File: config.mk
export PLATFORM = sky130hd
export DESIGN_NAME = layer7_weight_loader_flat
export DESIGN_NICKNAME = d
export VERILOG_FILES = /design/src/rtl/layer7_weight_loader_if.sv /design/src/rtl/layer7_weight_loader.sv /design/src/flat_wrapper.sv
export SDC_FILE = /design/constraint.sdc
export NUM_CORES = 1
export LEC_CHECK = 0
export ABC_AREA = 1
export BUFFER_PORTS_ARGS = -buffer_cell sky130_fd_sc_hd__buf_4
export CORE_AREA = 2 2 93 95
export DETAILED_ROUTE_END_ITERATION = 6
export DIE_AREA = 0 0 95 97
export GPL_TIMING_DRIVEN = 0
export PLACE_DENSITY = 0.69
export SYNTH_ARGS = -nofsm -noshare
export SYNTH_HDL_FRONTEND = slang
export SYNTH_SLANG_ARGS = --single-unit
File: constraint.sdc
create_clock -name clk -period 2.3 [get_ports clk]
set_input_delay 0.23 -clock clk [delete_from_list [all_inputs] [get_ports clk]]
set_output_delay 0.23 -clock clk [all_outputs]
set_load 0.02 [all_outputs]
File: src/rtl/layer7_weight_loader_if.sv
// Upstream word stream into the layer-7 weight loader: 32-bit words on a valid/ready handshake.
interface layer7_weight_loader_if;
    logic        in_valid;
    logic [31:0] in_data;
    logic        in_ready;

    modport master (
        output in_valid,
        output in_data,
        input  in_ready
    );

    modport slave (
        input  in_valid,
        input  in_data,
        output in_ready
    );
endinterface

File: src/rtl/layer7_weight_loader.sv
// Splits 32-bit upstream words into 16-bit weights (low half first) and writes them to the layer-7 weight memory.
// Optional running checksum of written weights when LAYER7_WEIGHT_LOADER_CHECKSUM_EN is defined.
module layer7_weight_loader #(
    parameter int unsigned WEIGHT_NUM = 400,
    parameter int unsigned ADDR_W     = 16
) (
    input  logic                       clk,
    input  logic                       rst,
    input  logic                       start,
    layer7_weight_loader_if.slave      up,
    output logic                       write_weight_signal,
    output logic [15:0]                write_weight_data,
    output logic [ADDR_W-1:0]          write_weight_addr,
    output logic                       busy,
    output logic                       load_done
`ifdef LAYER7_WEIGHT_LOADER_CHECKSUM_EN
    ,
    output logic [15:0]                weight_checksum
`endif
);

    typedef enum logic [2:0] {
        ST_IDLE,
        ST_RECV,
        ST_EMIT_LO,
        ST_EMIT_HI,
        ST_DONE
    } state_e;

    localparam logic [ADDR_W-1:0] LAST_IDX = ADDR_W'(WEIGHT_NUM - 1);

    state_e            state_q, state_d;
    logic [ADDR_W-1:0] count_q, count_d;
    logic [31:0]       hold_q,  hold_d;

    always_ff @(posedge clk or negedge rst) begin
        if (!rst) begin
            state_q <= ST_IDLE;
            count_q <= '0;
            hold_q  <= '0;
        end else begin
            state_q <= state_d;
            count_q <= count_d;
            hold_q  <= hold_d;
        end
    end

    always_comb begin
        state_d             = state_q;
        count_d             = count_q;
        hold_d              = hold_q;
        up.in_ready         = 1'b0;
        write_weight_signal = 1'b0;
        write_weight_data   = '0;
        write_weight_addr   = '0;
        busy                = 1'b0;
        load_done           = 1'b0;

        case (state_q)
            ST_IDLE, ST_DONE: begin
                load_done = (state_q == ST_DONE);
                if (start) begin
                    state_d = ST_RECV;
                    count_d = '0;
                end
            end
            ST_RECV: begin
                busy        = 1'b1;
                up.in_ready = 1'b1;
                if (up.in_valid) begin
                    hold_d  = up.in_data;
                    state_d = ST_EMIT_LO;
                end
            end
            ST_EMIT_LO: begin
                busy                = 1'b1;
                write_weight_signal = 1'b1;
                write_weight_data   = hold_q[15:0];
                write_weight_addr   = count_q;
                count_d             = count_q + 1'b1;
                // Odd WEIGHT_NUM ends here and drops the final high half.
                state_d             = (count_q == LAST_IDX) ? ST_DONE : ST_EMIT_HI;
            end
            ST_EMIT_HI: begin
                busy                = 1'b1;
                write_weight_signal = 1'b1;
                write_weight_data   = hold_q[31:16];
                write_weight_addr   = count_q;
                count_d             = count_q + 1'b1;
                // Accepting the next word here keeps strobes gap-free.
                up.in_ready         = (count_q < LAST_IDX);
                if (count_q == LAST_IDX) begin
                    state_d = ST_DONE;
                end else if (up.in_valid) begin
                    hold_d  = up.in_data;
                    state_d = ST_EMIT_LO;
                end else begin
                    state_d = ST_RECV;
                end
            end
            default: begin
                state_d = ST_IDLE;
            end
        endcase
    end

`ifdef LAYER7_WEIGHT_LOADER_CHECKSUM_EN
    logic        start_ok;
    logic [15:0] csum_q, csum_d;

    assign start_ok = start && ((state_q == ST_IDLE) || (state_q == ST_DONE));

    always_comb begin
        csum_d = csum_q;
        if (start_ok) begin
            csum_d = '0;
        end else if (write_weight_signal) begin
            csum_d = csum_q + write_weight_data;
        end
    end

    always_ff @(posedge clk or negedge rst) begin
        if (!rst) begin
            csum_q <= '0;
        end else begin
            csum_q <= csum_d;
        end
    end

    assign weight_checksum = csum_q;
`endif

endmodule

File: src/flat_wrapper.sv
// flat-port wrapper written by rule: the top's interface ports become plain ports
module layer7_weight_loader_flat 
#(
    parameter int unsigned WEIGHT_NUM = 400,
    parameter int unsigned ADDR_W     = 16
)
  (clk, rst, start, write_weight_signal, write_weight_data, write_weight_addr, busy, load_done, up_in_valid, up_in_data, up_in_ready);
  layer7_weight_loader_if up_i ();
  input  logic clk;
  input  logic rst;
  input  logic start;
  output logic write_weight_signal;
  output logic [15:0] write_weight_data;
  output logic [ADDR_W-1:0] write_weight_addr;
  output logic busy;
  output logic load_done;
  input wire logic [$bits(up_i.in_valid)-1:0] up_in_valid;
  input wire logic [$bits(up_i.in_data)-1:0] up_in_data;
  output wire logic [$bits(up_i.in_ready)-1:0] up_in_ready;
  assign up_i.in_valid = up_in_valid;
  assign up_i.in_data = up_in_data;
  assign up_in_ready = up_i.in_ready;
  layer7_weight_loader #(.WEIGHT_NUM(WEIGHT_NUM), .ADDR_W(ADDR_W)) u_core (.clk(clk), .rst(rst), .start(start), .up(up_i), .write_weight_signal(write_weight_signal), .write_weight_data(write_weight_data), .write_weight_addr(write_weight_addr), .busy(busy), .load_done(load_done));
endmodule
==> impl_metrics.yaml, run 1 <==
power_and_ir_drop:
  power.share.switching_pct: 45.1
  internal-power_mw: 2.79
  comb_power_share_pct: 53.8
  fin_total_pwr_mw: 5.08
  power_density_nw_per_um2: 1340
  peak_vdd_ir_uv: 581
  p_leak_nw: 1.92
  p_clk_share_pct: 14.4
  power_switching_mw: 2.29
  share_seq_of_total_power_pct: 31.8
grt:
  antenna_found_initial: 0
  vias_in_the_first_global_route: 2752
  grt_start_max_net_pins: 52
  groute.usage.overall_pct: 17.1
  grt_pass1_wl_um: 12700
  remaining_global_route_overflow: 0
timing:
  layout_worst_path_cycle_share_pct: 92.6
  fin_ws_ns: 0.171
  fin_tns_setup_ns: 0
  worst_slew_pin_slew_ns: 0.665
  final_period_minus_worst_setup_slack_ns: 2.13
  relSlewSlack_pct: 55.7
  clock-skew-final_ns: 0.00777
  hold_viol: 0
  rsz_0062_raised_after_global_routing: "false"
  hold_ws_ns: 0.169
  report.final.slew_viol_count: 0
  maxClockFrequency_ghz: 0.470
  setup_viol_count_final: 0
clock_network:
  tritoncts_num_sinks: 51
  cts_inserted_buffers: 5
  cts_tree: "built"
  worstSkewPairLatency_ns: 0.30
  clkTransAtPathRegs_ns: 0.09
  cts.path.max_buffers: 2
  cts-htree-levels: 2
  clock_tree.root_cell: "sky130_fd_sc_hd__clkbuf_8"
  postCtsSetupBuffers: 0
route:
  drt-wirelength-per-cell_um: 13.3
  drcViolationCount: 0
  totalWireLength_um: 7560
  detail_route.vias_per_cell: 4.79
  vias: 2728
  drt_pre_antenna_iters: 4
  ant_nets: 0
  drt-initial-drc-count: 108
yosys:
  synth-xor-area-share_pct: 0.881
  asyncSetResetFlopFracSynth_pct: 100
  synth.mux.area_fraction_pct: 0
  dominantRegCellSynth: "sky130_fd_sc_hd__dfrtp_1"
  post_synth_most_frequent_cells: "62 x sky130_fd_sc_hd__nand2_2, 56 x sky130_fd_sc_hd__inv_1, 52 x sky130_fd_sc_hd__nand3_1"
  number_of_synthesized_flops_with_an_enable_pin: 0
  synthAdderAreaFrac_pct: 0.419
  syn-num-nets: 421
  synth_area_leader_cell: "sky130_fd_sc_hd__dfrtp_1"
  post_synth_inst_count: 384
  synthMostInstantiatedCell: "sky130_fd_sc_hd__nand2_2"
  synth_top_family_by_area: "simple AND/OR/NAND/NOR gates"
  proportion_of_synthesized_chip_area_in_sequential_cells_pct: 42.8
  synth_simple_gate_area_share_pct: 37.0
  postSynthRegisterBits: 51
  synth_compound_area_share_pct: 7.30
  synth_top_cells_by_area: "sky130_fd_sc_hd__dfrtp_1 43%, sky130_fd_sc_hd__nand2_2 13%, sky130_fd_sc_hd__nand3_1 8.7%, sky130_fd_sc_hd__inv_1 7.0%, sky130_fd_sc_hd__nand2_1 6.0%"
  synth_top_area_share_pct: 42.8
  yosysUniqueCellTypes: 24
  syn_avg_cell_area_um2: 7.77
  netlist_area_um2: 2980
  ys.warnings.count: 0
finish:
  fin_util_pct: 46.7
  area_growth_syn_to_layout_pct: 27.2
  post_route_cells_drive_above_1_share_pct: 35.6
  diodes: 0
  layout.nets: 500
  final_standard_cell_count_with_taps_included_and_fillers_excluded: 569
  final_area_um2: 3790
worst_setup_path:
  crit_chain: "inv_1, nand3_1, clkbuf_1, o22ai_1, buf_4"
  critPathArrivalTime_ns: 1.90
  worstSetupPathType: "flop to primary output"
  timing.critical_path.to_type: "primary output"
  crit_fanout: 10
  critPathSlowestCell: "sky130_fd_sc_hd__dfrtp_1"
  cp_slowest_stage_delay_ns: 0.40
  cp.required_ns: 2.07
  setup.worst_path.start_class: "flop"
floorplan:
  core_area_um2: 8130
  fp.dieW_um: 95
  initial_core_utilization_pct: 36.7
  die_area_um2: 9220
  die_h_um: 97
  io-pin-count: 72
  row_count: 33
place:
  io_buffer_count: 71
  dp_slack_ns: 0.471
  place.detailed.hpwl_um: 5690
  post_dp_cell_area_um2: 3650
  dpl.cell_count: 560
  routabilityCongestion: 0.886
min_path:
  min-delay-path-class: "input pin to flop"
job:
  cap_viol_max_count: 0
outcome:
  run_status: "completed"
[worst paths after layout]
kind	from	end	slack [ns]	depth (start not counted)
setup reg to reg	u_core.count_q[0]$_DFFE_PN0P_	u_core.hold_q[16]$_DFFE_PN0P_	0.63	7
setup / recovery	u_core.state_q[2]$_DFFE_PN0P_	write_weight_data[4]	0.17	5
hold reg to reg	u_core.hold_q[19]$_DFFE_PN0P_	u_core.hold_q[19]$_DFFE_PN0P_	0.49	2
min in group asynchronous	rst	u_core.hold_q[25]$_DFFE_PN0P_	0.50	2
hold / removal	up_in_data[28]	u_core.hold_q[28]$_DFFE_PN0P_	0.17	3
max in group asynchronous	rst	u_core.hold_q[30]$_DFFE_PN0P_	1.36	2
[cells in the final DEF, fill, tap and decap left out]
cell,Yosys,layout
sky130_fd_sc_hd__a21oi_1,5,5
sky130_fd_sc_hd__buf_12,3,3
sky130_fd_sc_hd__buf_2,9,9
sky130_fd_sc_hd__buf_4,0,71
sky130_fd_sc_hd__bufinv_16,0,2
sky130_fd_sc_hd__clkbuf_1,4,5
sky130_fd_sc_hd__clkbuf_8,0,5
sky130_fd_sc_hd__dfrtp_1,51,51
sky130_fd_sc_hd__dlygate4sd3_1,0,1
sky130_fd_sc_hd__ha_1,1,1
sky130_fd_sc_hd__inv_1,56,56
sky130_fd_sc_hd__inv_2,4,4
sky130_fd_sc_hd__nand2_1,48,48
sky130_fd_sc_hd__nand2_2,62,62
sky130_fd_sc_hd__nand2_4,1,1
sky130_fd_sc_hd__nand3_1,52,51
sky130_fd_sc_hd__nand3_2,1,2
sky130_fd_sc_hd__nand4_1,6,6
sky130_fd_sc_hd__nand4_4,1,1
sky130_fd_sc_hd__nor2_1,36,36
sky130_fd_sc_hd__nor2_2,2,2
sky130_fd_sc_hd__nor2_4,3,3
sky130_fd_sc_hd__nor3_1,3,3
sky130_fd_sc_hd__o211ai_1,1,1
sky130_fd_sc_hd__o21ai_0,11,11
sky130_fd_sc_hd__o21ai_1,1,1
sky130_fd_sc_hd__o22ai_1,20,20
sky130_fd_sc_hd__xor2_1,3,3
[cells by family (layout without fill, tap and decap cells)]
group,Yosys count,after routing
AND/OR/NAND/NOR,215,215
AO/OA/AOI/OAI,38,38
adder cells (fa/ha/maj),1,1
XOR/XNOR,3,3
flip-flops,51,51
buffers and inverters,76,156
[sequential cells by signal (all words and copies together), names as in the netlist]
name	count
u_core.count_q	16
u_core.hold_q	32
u_core.state_q	3
[worst max-delay path, delay by kind of cell, from the launching register on]
family,cells,cell delay (ns)
buffers and inverters,3,0.66
AO/OA/AOI/OAI,1,0.27
flip-flops,1,0.40
AND/OR/NAND/NOR,1,0.27
[power groups by stage]
stage / registers [mW] / clock network [mW] / logic (mW)
6_report: 1.62 / 0.729 / 2.73
5_1_grt: 1.67 / 0.792 / 3.02
4_1_cts: 1.61 / 0.747 / 2.75
3_5_place_dp: 1.63 / 0 / 2.74
3_3_place_gp: 1.61 / 0 / 2.70
2_1_floorplan: 1.56 / 0 / 1.91
[routing by layer]
layer / vias up / global-route usage [%] / routed length [um] / part of all wire [%]
met1: 1261 / 22.3 / 3410 / 45
li1: 1376 / - / - / -
met2: 83 / 29.0 / 3670 / 48
met3: 8 / 3.50 / 411 / 5.4
met5: - / 0 / 0 / 0
met4: 0 / 3.57 / 70 / 0.93
[final cells by class]
class	instances	area (um^2)
clock inverters	2	60.1
well taps	105	131
plain buffers	16	120
multi-input cells	257	1370
clock buffers	6	72.6
flip-flops and latches	51	1280
fillers	801	4340
repair buffers	72	543
inverters	60	225
[what timing repair did]
item / in CTS / in global routing
resized for setup: 0 / 1
setup endpoints to repair: 0 / 1
hold buffers: 1 / 0
hold endpoints to repair: 51 / 0
(Power assumes the default switching activity.)
==> run 2, diff against run 1 <==
- ABC_AREA: 1 -> 0
- CORE_AREA: 2 2 93 95 -> 2 2 86 88
- DIE_AREA: 0 0 95 97 -> 0 0 88 90
- PLACE_DENSITY: 0.69 -> 0.7
==> run 2 against run 1 <==
Effect of this change:
- final cell count down 28%
- register-to-register slack worse by 0.61 ns
- setup slack worse by 0.15 ns
- non-clock buffer count down 3
- sequential cell count unchanged
- count of clock-buffer cells in the layout unchanged
- critical path depth unchanged
- final area down 10%
- total power down 18%
- combinational power down 21%
==> impl_metrics.yaml, run 2 <==
worst_setup_path:
  cp.required_ns: 2.50
  reg2reg_from: "u_core.count_q[15]$_DFFE_PN0P_"
  rrSetupSlack_ns: 0.02
  timing.critical_path.from: "u_core.count_q[15]$_DFFE_PN0P_"
  setup.worst_path.start_class: "flop"
  worst_setup_path_endpoint: "u_core.hold_q[10]$_DFFE_PN0P_"
  crit_fanout: 10
  critPathArrivalTime_ns: 2.48
  timing.rr.end: "u_core.hold_q[10]$_DFFE_PN0P_"
  timing.critical_path.to_type: "flop"
  worst_r2r_path_depth: 5
  worstSetupPathType: "flop to flop"
timing:
  maxClockFrequency_ghz: 0.439
  layout_worst_path_cycle_share_pct: 99.1
  fin_tns_setup_ns: 0
  rsz_0062_raised_after_global_routing: "true"
  relSlewSlack_pct: 46.5
  worst_slew_pin_slew_ns: 0.800
  clock-skew-final_ns: 0.00933
  final_period_minus_worst_setup_slack_ns: 2.28
  hold_viol: 0
  setup_viol_count_final: 0
  report.final.slew_viol_count: 0
  hold_ws_ns: 0.135
finish:
  largest-register: "u_core.hold_q"
  diodes: 0
  layout_top_registers: "u_core.hold_q x32, u_core.count_q x16, u_core.state_q x3"
  area_growth_syn_to_layout_pct: 34.0
  filler_cell_count: 663
  final_standard_cell_count_with_taps_included_and_fillers_excluded: 411
  largest_register_ffs: 32
  layout.nets: 348
  most-common-layout-cells: "73 x sky130_fd_sc_hd__buf_4, 50 x sky130_fd_sc_hd__dfrtp_1, 27 x sky130_fd_sc_hd__nor2_1"
  most_common_cell_after_layout_fill_and_taps_aside: "sky130_fd_sc_hd__buf_4"
  final_area_um2: 3410
  post_route_cells_drive_above_1_share_pct: 39.4
floorplan:
  io-pin-count: 72
  fp.dieW_um: 88
  row_count: 31
  initial_core_utilization_pct: 36.2
  core_area_um2: 7020
  die_h_um: 90
  die_area_um2: 7920
grt:
  antenna_found_initial: 0
  remaining_global_route_overflow: 0
  grt_start_max_net_pins: 52
  vias_in_the_first_global_route: 1988
  groute.usage.overall_pct: 15.1
  grt_pass1_wl_um: 9430
yosys:
  synthMostInstantiatedCell: "sky130_fd_sc_hd__dfrtp_1"
  synth_area_leader_cell: "sky130_fd_sc_hd__dfrtp_1"
  yosysUniqueCellTypes: 32
  synth_top_area_share_pct: 50.2
  proportion_of_synthesized_chip_area_in_sequential_cells_pct: 50.2
  number_of_synthesized_flops_with_an_enable_pin: 0
  synth_top_cells_by_area: "sky130_fd_sc_hd__dfrtp_1 50%, sky130_fd_sc_hd__mux2_2 14%, sky130_fd_sc_hd__mux2i_1 6.7%, sky130_fd_sc_hd__nor2_1 4.0%, sky130_fd_sc_hd__and2_1 3.9%"
  post_synth_most_frequent_cells: "51 x sky130_fd_sc_hd__dfrtp_1, 32 x sky130_fd_sc_hd__mux2_2, 27 x sky130_fd_sc_hd__nor2_1"
  postSynthRegisterBits: 51
  post_synth_inst_count: 229
  dominantRegCellSynth: "sky130_fd_sc_hd__dfrtp_1"
  syn-num-nets: 266
  netlist_area_um2: 2540
  syn_avg_cell_area_um2: 11.1
  asyncSetResetFlopFracSynth_pct: 100
  ys.warnings.count: 0
clock_network:
  tritoncts_num_sinks: 51
  clock_tree.root_cell: "sky130_fd_sc_hd__clkbuf_8"
  worstSkewPairLatency_ns: 0.31
  cts.path.max_buffers: 2
  cts_inserted_buffers: 5
  cts_tree: "built"
  cts-htree-levels: 2
  clkTransAtPathRegs_ns: 0.10
place:
  io_buffer_count: 71
  routabilityCongestion: 0.807
  post_dp_cell_area_um2: 3200
  place.detailed.hpwl_um: 4130
  dpl.cell_count: 399
power_and_ir_drop:
  fin_total_pwr_mw: 4.18
  p_leak_nw: 1.66
  power_density_nw_per_um2: 1230
  peak_vdd_ir_uv: 644
route:
  drt_pre_antenna_iters: 4
  vias: 1990
  drt-wirelength-per-cell_um: 14.3
  totalWireLength_um: 5890
  drcViolationCount: 0
  ant_nets: 0
  drt-initial-drc-count: 53
  detail_route.vias_per_cell: 4.84
outcome:
  run_status: "completed"
min_path:
  min-delay-path-class: "input pin to flop"
job:
  cap_viol_max_count: 0
-- run 2: cell count changes after synthesis, moves of 16 or more --
cell | previous run | this run
sky130_fd_sc_hd__inv_1 | 56 | 3
sky130_fd_sc_hd__nand2_2 | 62 | 0
sky130_fd_sc_hd__nand2_1 | 48 | 11
sky130_fd_sc_hd__nand3_1 | 52 | 5
sky130_fd_sc_hd__mux2i_1 | 0 | 17
sky130_fd_sc_hd__and2_1 | 0 | 16
sky130_fd_sc_hd__o22ai_1 | 20 | 0
sky130_fd_sc_hd__mux2_2 | 0 | 32
-- run 2: critical path, cell delays in order (launching register included) --
cell and delay, ns:
sky130_fd_sc_hd__dfrtp_1 0.41, sky130_fd_sc_hd__or4_4 0.55, sky130_fd_sc_hd__nor4_4 0.29, sky130_fd_sc_hd__a311o_2 0.39, sky130_fd_sc_hd__buf_8 0.19, sky130_fd_sc_hd__mux2_2 0.34
-- run 2: how the worst min path moves through the flow --
stage / startpoint / endpoint / cells after the start
finish: start / u_core.state_q[2]$_DFFE_PN0P_ / 2
CTS: start / u_core.state_q[2]$_DFFE_PN0P_ / 2
global placement: rst / u_core.hold_q[15]$_DFFE_PN0P_ / 1
detailed placement: rst / u_core.hold_q[1]$_DFFE_PN0P_ / 1
floorplan: rst / u_core.count_q[0]$_DFFE_PN0P_ / 0
global route: up_in_data[6] / u_core.hold_q[6]$_DFFE_PN0P_ / 2
-- run 2: metal layers --
layer | up-vias | GRT usage, % | part of all wire (%)
met5 | - | 0 | 0
met4 | 0 | 3.46 | 1.0
met3 | 7 | 6.24 | 8.8
met2 | 62 | 23.9 | 46
li1 | 970 | - | -
met1 | 951 | 19.1 | 45
-- run 2: kinds of logic (layout without fill, tap and decap cells) --
logic type	Yosys count	in the layout	synth area share, %
flops	51	51	50.2
xor+xnor	7	7	2.41
compound gates	23	23	5.51
simple gates	84	84	17.6
buf+inv	14	97	3.00
mux	49	49	20.9
fa+ha+maj	1	1	0.492
-- run 2: repair_timing --
item,4_1_cts,5_1_grt
pin swaps,0,1
setup buffers,0,2
hold buffers,1,0
endpoints found under the hold margin,51,0
endpoints found under the setup margin,10,31
cloned,0,1
resized for setup,1,19
-- run 2: final cells by class --
cell class                 count  area, um^2  area share, %
inverter                       4        15.0          0.440
tap                           99         124           3.63
sequential                    51        1280           37.5
multi-input combinational    164        1250           36.6
timing repair buffer          75         583           17.1
clock inverter                 2        16.3          0.477
clock buffer                   6        72.6           2.13
buffer                        10        73.8           2.17
-- run 2: stage by stage --
step                util [%]  worst slack, ns
floorplan                  -            0.288
global route            48.6          -0.0617
finish                  48.6           0.0213
global placement        45.6           0.0965
detailed placement      45.6           0.0553
CTS                     47.0          0.00278
-- run 2: report_power, final --
part	internal [mW]	total, mW	switching (mW)
sequential	1.25	1.48	0.228
combinational	1.06	2.16	1.10
clock	0.219	0.539	0.319
==> run 3, diff against run 2 <==
- BUFFER_PORTS_ARGS: -buffer_cell sky130_fd_sc_hd__buf_4 -> not set
- DONT_BUFFER_PORTS: not set -> 1
- PLACE_DENSITY: 0.7 -> 0.62
==> run 3 against run 2 <==
Effect of this change:
- hold slack worse by 0.11 ns
- utilization shrank 7.3 points
- via count shrank 12%
==> impl_metrics.yaml, run 3 (synthesis gave the netlist of run 2 again) <==
outcome:
  run_status: "completed"
floorplan:
  initial_core_utilization_pct: 36.2
  core_area_um2: 7020
  die_h_um: 90
  row_count: 31
  fp.dieW_um: 88
  io-pin-count: 72
  die_area_um2: 7920
timing:
  setup_viol_count_final: 0
  clock-skew-final_ns: 0.0109
  fin_tns_setup_ns: 0
  maxClockFrequency_ghz: 0.445
  hold_ws_ns: 0.0232
  worst_slew_pin_slew_ns: 0.800
  relSlewSlack_pct: 46.6
  report.final.slew_viol_count: 0
  final_period_minus_worst_setup_slack_ns: 2.25
  layout_worst_path_cycle_share_pct: 97.7
  fin_ws_ns: 0.0540
  hold_viol: 0
  rsz_0062_raised_after_global_routing: "true"
grt:
  groute.usage.overall_pct: 14.6
  remaining_global_route_overflow: 0
  grt_pass1_wl_um: 9100
  vias_in_the_first_global_route: 1804
  antenna_found_initial: 0
  grt_start_max_net_pins: 52
finish:
  layout.nets: 277
  diodes: 0
  area_growth_syn_to_layout_pct: 13.9
  final_area_um2: 2900
  largest-register: "u_core.hold_q"
  largest_register_ffs: 32
  post_route_cells_drive_above_1_share_pct: 22.4
  fin_util_pct: 41.3
  layout_top_registers: "u_core.hold_q x32, u_core.count_q x16, u_core.state_q x3"
  most_common_cell_after_layout_fill_and_taps_aside: "sky130_fd_sc_hd__dfrtp_1"
  final_standard_cell_count_with_taps_included_and_fillers_excluded: 340
  most-common-layout-cells: "50 x sky130_fd_sc_hd__dfrtp_1, 27 x sky130_fd_sc_hd__nor2_1, 24 x sky130_fd_sc_hd__mux2_2"
power_and_ir_drop:
  p_leak_nw: 1.29
  peak_vdd_ir_uv: 588
  power_density_nw_per_um2: 1310
  fin_total_pwr_mw: 3.81
clock_network:
  clkTransAtPathRegs_ns: 0.09
  tritoncts_num_sinks: 51
  cts.path.max_buffers: 2
  clock_tree.root_cell: "sky130_fd_sc_hd__clkbuf_8"
  cts-htree-levels: 2
  cts_inserted_buffers: 5
  worstSkewPairLatency_ns: 0.31
  cts_tree: "built"
worst_setup_path:
  timing.critical_path.to_type: "flop"
  critPathSlowestCell: "sky130_fd_sc_hd__or4_4"
  worst_path_dominant_cell_family: "simple AND/OR/NAND/NOR gates"
  crit_buf_inv: 1
  cp.required_ns: 2.50
  worstSetupPathType: "flop to flop"
  crit_fanout: 10
  setup.worst_path.start_class: "flop"
  crit_chain: "or4_4, nor4_4, a311o_2, buf_8, mux2_2"
  cp_slowest_stage_delay_ns: 0.55
  critPathArrivalTime_ns: 2.44
route:
  detail_route.vias_per_cell: 5.14
  drt-wirelength-per-cell_um: 16.5
  drcViolationCount: 0
  totalWireLength_um: 5620
  drt-initial-drc-count: 64
  drt_pre_antenna_iters: 4
  ant_nets: 0
  vias: 1746
place:
  io_buffer_count: 0
  dpl.cell_count: 328
  post_dp_cell_area_um2: 2670
  dp_slack_ns: 0.0439
  place.detailed.hpwl_um: 3850
  routabilityCongestion: 0.803
min_path:
  min-delay-path-class: "input pin to flop"
job:
  cap_viol_max_count: 0
[run 3: cell types whose count changed in the layout (fill, tap and decap cells not counted), sizes merged]
cell / delta
clkbuf: -2
buf: -70
bufinv: +1
[run 3: final timing paths]
kind	startpoint	end	slack (ns)	depth (start not counted)
worst max register to register	u_core.count_q[15]$_DFFE_PN0P_	u_core.hold_q[10]$_DFFE_PN0P_	0.05	5
worst min register to register	u_core.hold_q[11]$_DFFE_PN0P_	u_core.hold_q[11]$_DFFE_PN0P_	0.51	1
worst max-delay path	u_core.count_q[15]$_DFFE_PN0P_	u_core.hold_q[10]$_DFFE_PN0P_	0.05	5
min in group asynchronous	rst	u_core.count_q[2]$_DFFE_PN0P_	0.43	2
worst min-delay path	start	u_core.state_q[2]$_DFFE_PN0P_	0.02	1
max in group asynchronous	rst	u_core.count_q[13]$_DFFE_PN0P_	1.63	2
[run 3: power by group]
group          internal (mW)  leakage (nW)  switching [mW]
Sequential              1.25         0.625           0.226
Combinational          0.672         0.614            1.02
Clock                  0.328        0.0548           0.313
Total                   2.25          1.29            1.56
[run 3: layer usage]
layer / global-route usage, % / share of wire (%)
met3: 5.69 / 7.3
met5: 0 / 0
met1: 19.1 / 45
met4: 3.33 / 1.1
met2: 22.9 / 47
[run 3: area by class of cell]
type	instances	area (um^2)
Fill cell	708	4120
Tap cell	99	124
Clock buffer	5	68.8
Sequential cell	51	1280
Buffer	10	80.1
Clock inverter	3	46.3
Multi-Input combinational cell	164	1230
Timing Repair Buffer	4	52.6
Inverter	4	15.0
[run 3: repair_timing]
item / 4_1_cts / 5_1_grt
buffers inserted: 0 / 2
endpoints found under the setup margin: 11 / 38
hold buffers: 2 / 0
hold endpoints to repair: 51 / 0
pin swaps: 0 / 0
resized for setup: 2 / 16
